==> src/rtl/pipeline_stall_ctrl.sv <==
// Stall/flush sequencer for the 5-stage pipeline; owns the IO enter-key handshake.
// Optional performance counters are enabled by defining STALL_PERF_EN.
module pipeline_stall_ctrl #(
  parameter int unsigned IO_TIMEOUT = 0,
  parameter int unsigned TO_W       = 24
) (
  input  logic        clk,
  input  logic        rst,
  input  logic        stall_req_if,
  input  logic        stall_req_id,
  input  logic        stall_req_io,
  input  logic        enter,
  input  logic        branch_flag,
  output logic [5:0]  stall,
  output logic        flush,
  output logic        io_waiting,
  output logic        io_ack
`ifdef STALL_PERF_EN
  ,
  output logic [31:0] perf_stall_cycles,
  output logic [15:0] perf_io_waits
`endif
);

  typedef enum logic [1:0] {
    ST_RUN,
    ST_IO_WAIT,
    ST_IO_ACK,
    ST_IO_REL
  } state_t;

  localparam logic [5:0] STALL_IO   = 6'b011111;
  localparam logic [5:0] STALL_ID   = 6'b000111;
  localparam logic [5:0] STALL_IF   = 6'b000011;
  localparam logic [TO_W-1:0] TO_LAST = TO_W'(IO_TIMEOUT - 1);

  state_t          state_q, state_d;
  logic [TO_W-1:0] cnt_q, cnt_d;
  logic            timeout_hit;

  assign timeout_hit = (IO_TIMEOUT != 0) && (cnt_q == TO_LAST);

  always_ff @(posedge clk) begin
    if (rst) begin
      state_q <= ST_RUN;
      cnt_q   <= '0;
    end else begin
      state_q <= state_d;
      cnt_q   <= cnt_d;
    end
  end

  always_comb begin
    state_d = state_q;
    cnt_d   = cnt_q;
    case (state_q)
      ST_RUN: begin
        if (stall_req_io) state_d = ST_IO_WAIT;
      end
      ST_IO_WAIT: begin
        if (cnt_q != '1) cnt_d = cnt_q + TO_W'(1);
        if (enter || timeout_hit) state_d = ST_IO_ACK;
      end
      ST_IO_ACK: state_d = ST_IO_REL;
      ST_IO_REL: begin
        state_d = ST_RUN;
        cnt_d   = '0;
      end
      default: state_d = ST_RUN;
    endcase
  end

  // IO_REL deliberately ignores stall_req_io so the IO instruction can leave MEM.
  always_comb begin
    logic io_hold;
    io_hold = (state_q == ST_IO_WAIT) || (state_q == ST_IO_ACK) ||
              ((state_q == ST_RUN) && stall_req_io);
    stall = '0;
    if (io_hold)           stall = STALL_IO;
    else if (stall_req_id) stall = STALL_ID;
    else if (stall_req_if) stall = STALL_IF;
    io_waiting = (state_q == ST_IO_WAIT);
    io_ack     = (state_q == ST_IO_ACK) && !rst;
    flush      = branch_flag && !stall[1];
  end

`ifdef STALL_PERF_EN
  logic [31:0] perf_stall_cycles_q, perf_stall_cycles_d;
  logic [15:0] perf_io_waits_q, perf_io_waits_d;

  always_comb begin
    perf_stall_cycles_d = perf_stall_cycles_q + 32'(stall[0]);
    perf_io_waits_d     = perf_io_waits_q;
    if ((state_q == ST_IO_WAIT) && (state_d == ST_IO_ACK))
      perf_io_waits_d = perf_io_waits_q + 16'd1;
  end

  always_ff @(posedge clk) begin
    if (rst) begin
      perf_stall_cycles_q <= '0;
      perf_io_waits_q     <= '0;
    end else begin
      perf_stall_cycles_q <= perf_stall_cycles_d;
      perf_io_waits_q     <= perf_io_waits_d;
    end
  end

  assign perf_stall_cycles = perf_stall_cycles_q;
  assign perf_io_waits     = perf_io_waits_q;
`endif

endmodule
==> config.mk <==
export PLATFORM = sky130hd
export DESIGN_NAME = pipeline_stall_ctrl
export DESIGN_NICKNAME = d
export VERILOG_FILES = /design/src/rtl/pipeline_stall_ctrl.sv
export SDC_FILE = /design/constraint.sdc
export NUM_CORES = 1
export LEC_CHECK = 0
export CAP_MARGIN = 15
export CORE_AREA = 10 10 47 49
export DETAILED_ROUTE_END_ITERATION = 6
export DIE_AREA = 0 0 57 59
export SLEW_MARGIN = 0
export SYNTH_ARGS = -nofsm -noshare
export SYNTH_HDL_FRONTEND = slang
export SYNTH_SLANG_ARGS = --single-unit
==> constraint.sdc <==
create_clock -name clk -period 1.9 [get_ports clk]
set_input_delay 0.38 -clock clk [delete_from_list [all_inputs] [get_ports clk]]
set_output_delay 0.38 -clock clk [all_outputs]
set_load 0.02 [all_outputs]
==> reports/metrics.yaml, run 1 <==
synthesis.nets: 39
dr.pass1.iters: 2
wl_per_cell_um: 10.4
insertedDiodeCount: 0
cap_violations: 0
fillerInstances: 159
cp_slowest_cell: "dfxtp_2"
largest_reg_flops: 2
setup_viol: 1
htree_levels: 1
status: "finished, violations left"
synthCells: 28
mappedNetlistArea_um2: 215
multi_input_area_um2: 168
regMostFlops: "state_q"
final_cell_mix: "9 x buf_4, 4 x clkdlybuf4s50_1"
syn_to_final_growth_pct: 123
pwr-share-seq_pct: 10.1
grt_pass1_vias: 269
holdWs_ps: 618
dr_total_vias: 255
avgSynthCellArea_um2: 7.69
final_common_cell: "buf_4"
grt_max_degree: 6
timing.final.ws_setup_ps: -52.0
grt_first_pass_wirelength_mm: 1.02
cts_root_buffer: "clkbuf_4"
drc_errors: 0
cts_tree: "built"
dieArea_um2: 3360
yosysWarningCount: 0
vdd_ir_drop_max_uv: 495
drive_gt1_share_pct: 47.1
p_switching_mw: 0.314
required_ps: 1520
regArea_um2: 42.5
period_needed_ps: 1950
dp_cells: 61
instances_no_fill: 67
hpwl_um: 546
cp_slowest_stage_delay_ps: 320
rows: 14
io_buffers: 14
p_leak_nw: 0.252
overflow: 0
worst_r2r_path_depth: 7
antenna_found_initial: 0
path_class: "flip-flop to output pin"
clk_pin_slew_worst_paths_ps: 30
coreArea_um2: 1400
cts_sinks: 2
max-clock-path-buffers: 2
place.gp.congestion: 0.665
timing.final.crit_share_pct: 103
internal-power_mw: 0.454
ys_seq_elements: 2
grt_util_all_layers_pct: 3.89
p_comb_share_pct: 77.5
clock.fmax_mhz: 512
drt_wl_total_um: 697
startpoint_type: "flip-flop"
top_regs: "state_q (2)"
cts_buffers: 3
hold_path.class: "flip-flop to flip-flop"
layout.nets: 64
end_kind: "output pin"
via_per_inst: 3.81
yosysSeqAreaShare_pct: 18.6
crit_arrival_ps: 1570
post_synth_num_cell_types: 12
worstHoldPathCells: 3
finalMaxSlewViolations: 0
finalHoldViolations: 0
path_max_fanout: 3
io_pins: 16
violations: "negative setup slack"
die_h_um: 59
ant_nets: 0
rsz0062_at_grt: "true"
switching_share_pct: 40.9
initial_core_util_pct: 15.4
finalInstanceArea_um2: 479
clkPwrFrac_pct: 12.5
powerDensity_nw_per_um2: 1600
drt_iter0_drc: 3
clk_latency_ps: 230
place_area_um2: 408
fin_skew_ps: 1.58
worstPathCellList: "inv_2 > ha_4 > a211o_4 > or2_4 > nor2_4 > buf_6"
die_w_um: 57
[metrics by stage]
step,setup TNS (ps),total power [mW],worst slack (ps),utilization [%]
floorplan,0,0.360,53.2,-
global placement,-1820,0.575,-506,29.1
detailed placement,-1860,0.582,-514,29.1
CTS,-199,0.713,-109,32.2
global route,-119,0.825,-98.7,34.2
finish,-52.0,0.768,-52.0,34.2
[area by class of cell]
class | instances | share of cell area [%]
repair buffers | 23 | 44.1
multi-input cells | 19 | 35.0
flip-flops and latches | 2 | 8.88
clock buffers | 3 | 4.70
well taps | 16 | 4.18
inverters | 4 | 3.13
[synthesized netlist by cell type]
| master | count | area (µm²) |
|---|---|---|
| ha_1 | 4 | 50.1 |
| or4_1 | 2 | 15.0 |
| inv_1 | 4 | 15.0 |
| nand2_1 | 2 | 7.51 |
| conb_1 | 1 | 3.75 |
| nor2b_1 | 3 | 18.8 |
| nor2_1 | 3 | 11.3 |
| dfxtp_1 | 2 | 40.0 |
| buf_4 | 3 | 22.5 |
| o31ai_1 | 2 | 15.0 |
| or2_1 | 1 | 6.26 |
| a211o_2 | 1 | 10.0 |
[cells by family after synthesis]
kind of cell,after synthesis,synth area share (%)
other,1,1.74
buffers and inverters,7,17.4
AOI/OAI and AO/OA,3,11.6
and+or+nand+nor,11,27.3
adders and majority gates,4,23.3
DFF,2,18.6
[power by group through the flow]
stage	logic [mW]	registers [mW]	clock network [mW]
2_1_floorplan	0.291	0.0690	0
3_3_place_gp	0.504	0.0710	0
3_5_place_dp	0.512	0.0699	0
4_1_cts	0.534	0.0774	0.102
5_1_grt	0.643	0.0795	0.102
6_report	0.595	0.0772	0.0957
[worst max-delay path: cells and delay by family, from the launching register on]
kind | cells | cell delay [ps]
and+or+nand+nor | 2 | 370
DFF | 1 | 320
adders and majority gates | 1 | 240
buffers and inverters | 2 | 170
AOI/OAI and AO/OA | 1 | 260
[final timing paths]
kind                                    to  slack (ps)  startpoint
worst min-delay path            state_q[0]         620  state_q[0]
worst max-delay path                 flush         -50  state_q[0]
worst max register to register  state_q[0]         330  state_q[1]
worst min register to register  state_q[0]         620  state_q[0]
[timing repair]
action	4_1_cts	5_1_grt
pin swaps	3	4
endpoints found under the hold margin	0	0
resized for setup	27	7
setup endpoints to repair	7	4
hold buffers	0	0
setup buffers	1	2
[layer usage]
layer | vias up | GRT usage, % | part of all wire (%)
met3 | 0 | 4.29 | 14
met5 | - | 0 | 0
met4 | 0 | 1.01 | 0
met1 | 110 | 3.33 | 38
li1 | 132 | - | -
met2 | 13 | 6.05 | 48
(Power assumes the default switching activity.)
==> run 2: changes to the inputs <==
clock period = 2.02 ns   (was 1.9 ns; I/O delays follow)
==> reports/metrics.yaml, run 2 (synthesis gave the netlist of run 1 again) <==
drc_errors: 0  # unchanged
required_ps: 1620  # +100 ps
layout.nets: 63  # -1.6%
dr.pass1.iters: 3  # +1
die_h_um: 59  # unchanged
drt_wl_total_um: 665  # -4.6%
hold_path.class: "flip-flop to flip-flop"
clk_latency_ps: 220  # about the same
die_w_um: 57  # unchanged
p_leak_nw: 0.220  # -13%
fin_skew_ps: 0.327  # -1.25 ps
wl_per_cell_um: 10.1  # -3.1%
cts_root_buffer: "clkbuf_4"
period_needed_ps: 2010
insertedDiodeCount: 0  # unchanged
setup_viol: 0  # -1
hp-start: "state_q[1]"
max-clock-path-buffers: 2  # unchanged
io_buffers: 14  # unchanged
io_pins: 16  # unchanged
cts_buffers: 3  # unchanged
r2r-start: "state_q[0]"
grt_util_met3_pct: 4.94  # +0.64 points
dieArea_um2: 3360  # unchanged
grt_max_degree: 5  # -1
dr_total_vias: 256  # +0.39%
path_class: "flip-flop to output pin"
hpwl_um: 540  # -1.1%
cp_slowest_cell: "dfxtp_1"
finalMaxSlewViolations: 0  # unchanged
ant_nets: 0  # unchanged
worst_r2r_path_depth: 6  # -1
pre_cts_ws_ps: -463  # +50.7 ps
syn_to_final_growth_pct: 113
met1_usage_pct: 3.55  # +0.22 points
cts_tree: "built"
coreArea_um2: 1400  # unchanged
multi_input_area_um2: 168  # unchanged
initial_core_util_pct: 15.4  # unchanged
final_cell_mix: "9 x buf_4, 6 x clkdlybuf4s50_1, 4 x dlygate4sd2_1"
fillerInstances: 168  # +5.7%
timing.final.ws_setup_ps: 9.89  # +61.9 ps
finalHoldViolations: 0  # unchanged
place_area_um2: 400  # -1.8%
end_kind: "output pin"
drt_iter0_drc: 3  # unchanged
crit_arrival_ps: 1610  # +40 ps
status: "finished clean"
rsz0062_at_grt: "true"
r2r_end: "state_q[0]"
final_common_cell: "buf_4"
grt_pass1_vias: 249  # -7.4%
holdWs_ps: 616  # -2.03 ps
antenna_found_initial: 0  # unchanged
drive_gt1_share_pct: 42.0  # -5.1 points
finalInstanceArea_um2: 458  # -4.4%
cts_sinks: 2  # unchanged
p_total_mw: 0.667  # -13%
clk_pin_slew_worst_paths_ps: 30  # about the same
cap_violations: 0  # unchanged
clock.fmax_mhz: 497
path_max_fanout: 3  # unchanged
vdd_ir_drop_max_uv: 526  # +6.3%
rows: 14  # unchanged
worstHoldPathCells: 3  # unchanged
regArea_um2: 41.3  # -2.9%
grtUsageMet2_pct: 4.34  # -1.7 points
grt_first_pass_wirelength_um: 979  # -4.1%
timing.final.crit_share_pct: 99.5
grt-busiest-layer: "met3"
via_per_inst: 3.88  # +1.9%
ff2ff_setup_slack_ps: 550  # +220 ps
grt_util_all_layers_pct: 4.01  # +0.12 points
worstPathCellList: "inv_2 > ha_4 > a211o_4 > or2_4 > nor2_4 > buf_6"
powerDensity_nw_per_um2: 1460  # -9.1%
largest_reg_flops: 2  # unchanged
htree_levels: 1  # unchanged
cp_slowest_stage_delay_ps: 340  # +20 ps
overflow: 0  # unchanged
regMostFlops: "state_q"
startpoint_type: "flip-flop"
top_regs: "state_q (2)"
place.gp.congestion: 0.621  # -6.6%
worstHoldEndpoint: "state_q[1]"
run 2: changes by cell type in the layout (fill, tap and decap cells not counted), sizes merged:
cell	delta
clkdlybuf4s50	+2
dlygate4sd2	+2
dlymetal6s2s	-2
buf	-1
clkbuf	-1
clkdlybuf4s15	-1
run 2: cell type report:
type / instances / share of cell area [%]
tap: 16 / 4.37
sequential: 2 / 9.02
multi-input combinational: 19 / 36.6
clock buffer: 3 / 4.92
inverter: 4 / 3.28
timing repair buffer: 22 / 41.8
run 2: timing repair:
action / in CTS / in global routing
pin swaps: 0 / 3
setup buffers: 0 / 2
gates resized for setup: 19 / 8
hold buffers: 0 / 0
endpoints found under the setup margin: 7 / 3
endpoints found under the hold margin: 0 / 0
run 2: metrics by stage:
step	utilization, %	TNS [ps]	instances
final	32.7	0	66
after global routing	32.7	-71.4	66
after CTS	29.3	-47.3	64
after detailed placement	28.6	-1350	61
after global placement	28.6	-1330	61
after floorplan	-	0	28
run 2: power by group:
group / internal, mW / leakage (nW) / total (mW) / switching, mW
Sequential: 0.0597 / 0.0169 / 0.0717 / 0.0120
Clock: 0.0655 / 0.0138 / 0.0872 / 0.0217
Combinational: 0.263 / 0.189 / 0.509 / 0.246
run 2: how the worst max path moves through the flow:
stage                     endpoint  slack [ps]  cells past startpoint         start
final                        flush          10                      6    state_q[0]
after global routing         flush         -50                      6    state_q[1]
after CTS                    flush         -50                      6    state_q[0]
after global placement       flush        -450                      5  stall_req_io
after floorplan              flush          40                      5    state_q[0]
after detailed placement     flush        -460                      5  stall_req_io
run 2: worst max-delay path, delay by kind of cell, from the launching register on:
family | cells | cell delay [ps]
AOI/OAI and AO/OA | 1 | 300
adders and majority gates | 1 | 210
buffers and inverters | 2 | 180
DFF | 1 | 340
and+or+nand+nor | 2 | 350
run 2: metal layers:
metal	wire [µm]	vias to the layer above	share of wire (%)
met5	0	-	0
li1	-	133	-
met1	274	110	41
met4	0	0	0
met2	284	13	43
met3	106	0	16
==> run 3: changes to the inputs <==
CORE_AREA = 2 2 39 41   (was 10 10 47 49)
DIE_AREA = 0 0 41 43   (was 0 0 57 59)
==> reports/metrics.yaml, run 3 (synthesis gave the netlist of run 1 again) <==
clk_latency_ps: 230  # about the same
path_max_fanout: 2  # -1
p_comb_share_pct: 75.8  # -0.4 points
timing.final.ws_setup_ps: 44.0  # +34.1 ps
antenna_found_initial: 0  # unchanged
io_buffers: 14  # unchanged
grt_max_degree: 6  # +1
grt_first_pass_wirelength_mm: 1.11  # +13%
wl_per_cell_um: 9.33  # -7.4%
regMostFlops: "state_q"
clk_pin_slew_worst_paths_ps: 30  # about the same
pre_cts_ws_ps: -416  # +46.8 ps
overflow: 0  # unchanged
hold_path.class: "flip-flop to flip-flop"
die_h_um: 43  # -27%
largest_reg_flops: 2  # unchanged
io_pins: 16  # unchanged
timing.final.crit_share_pct: 97.8  # -1.7 points
end_kind: "output pin"
layout.nets: 63  # unchanged
insertedDiodeCount: 0  # unchanged
clock.fmax_mhz: 506  # +1.7%
p_leak_nw: 0.235  # +6.8%
path_class: "flip-flop to output pin"
finalHoldViolations: 0  # unchanged
cts-hold-fix-buffers: 0  # unchanged
initial_core_util_pct: 15.6  # +0.19 points
final_common_cell: "buf_4"
period_needed_ps: 1980  # -34.1 ps
cts_root_buffer: "clkbuf_4"
regArea_um2: 42.5  # +3.0%
required_ps: 1620  # about the same
drive_gt1_share_pct: 44.0  # +2.0 points
syn_to_final_growth_pct: 117
cts_sinks: 2  # unchanged
drt_wl_total_um: 616  # -7.4%
startpoint_type: "flip-flop"
ant_nets: 0  # unchanged
cap_violations: 0  # unchanged
die_w_um: 41  # -28%
finalMaxSlewViolations: 0  # unchanged
place.gp.congestion: 0.652  # +5.0%
max-clock-path-buffers: 2  # unchanged
grt_pass1_vias: 300  # +20%
status: "finished clean"
htree_levels: 1  # unchanged
final_cell_mix: "8 x buf_4, 5 x clkdlybuf4s50_1, 4 x dlygate4sd2_1"
fin_skew_ps: 0.657  # +0.331 ps
pwr-share-seq_pct: 10.9  # +0.2 points
cts_tree: "built"
fillerInstances: 145  # -14%
holdWs_ps: 621  # +4.80 ps
switching_share_pct: 42.1  # +0.23 points
drt_iter0_drc: 3  # unchanged
via_per_inst: 3.98  # +2.7%
grt_util_all_layers_pct: 9.81  # +5.8 points
dieArea_um2: 1760  # -48%
rows: 14  # unchanged
crit_arrival_ps: 1570  # -40 ps
multi_input_area_um2: 163  # -3.0%
cts_buffers: 3  # unchanged
coreArea_um2: 1380  # -1.2%
internal-power_mw: 0.395  # +1.7%
dr_total_vias: 263  # +2.7%
powerDensity_nw_per_um2: 1460  # +0.17%
setup_viol: 0  # unchanged
drc_errors: 0  # unchanged
dr.pass1.iters: 2  # -1
rsz0062_at_grt: "true"
top_regs: "state_q (2)"
vdd_ir_drop_max_uv: 524  # -0.40%
p_switching_mw: 0.287  # +2.7%
clkPwrFrac_pct: 13.3  # +0.2 points
==> run 3: power groups by stage <==
stage | sequential [mW] | combinational, mW | clock (mW)
5_1_grt | 0.0762 | 0.576 | 0.101
3_5_place_dp | 0.0682 | 0.462 | 0
2_1_floorplan | 0.0649 | 0.267 | 0
6_report | 0.0743 | 0.516 | 0.0908
4_1_cts | 0.0707 | 0.478 | 0.0956
3_3_place_gp | 0.0668 | 0.456 | 0
==> run 3: what timing repair did <==
action	in CTS	in global routing
gates resized for setup	26	5
buffers inserted	1	1
endpoints found under the setup margin	7	3
pin swaps	3	3
==> run 3: cell type report <==
type	count	area share [%]
multi-input cells	19	34.9
clock buffers	3	4.83
well taps	16	4.29
flip-flops and latches	2	9.12
repair buffers	22	43.7
inverters	4	3.22
==> run 3: routing by layer <==
layer  up-vias  share of wire, %  wire length, µm  global-route usage [%]
li1        132                 -                -                       -
met1       112                31              194                    8.60
met2        15                55              336                    16.3
met3         4               9.3               57                    5.24
met4         0               4.4               27                    6.00
met5         -                 0                0                       0
==> run 3: critical path, stage by stage (launching register included) <==
cell     delay [ps]
dfxtp_2         320
inv_2            50
ha_4            230
a211o_4         260
or2_4           240
buf_6           120
buf_6           120
==> run 3: stage by stage <==
stage               setup TNS [ps]  power (mW)  std cells  util, %  instance area, µm²
floorplan                        0       0.332         28        -                 218
global placement             -1550       0.523         61     28.9                 400
detailed placement           -1510       0.530         61     28.9                 400
CTS                          -75.8       0.645         65     32.2                 445
global route                 -12.6       0.753         66     33.7                 467
finish                           0       0.681         66     33.7                 467
==> run 3: final timing paths <==
| kind | cells after the start | slack (ps) | endpoint | from |
|---|---|---|---|---|
| worst min register to register | 3 | 620 | state_q[1] | state_q[1] |
| worst max-delay path | 6 | 40 | stall[1] | state_q[0] |
| worst min-delay path | 3 | 620 | state_q[1] | state_q[1] |
| worst max register to register | 6 | 530 | state_q[0] | state_q[1] |
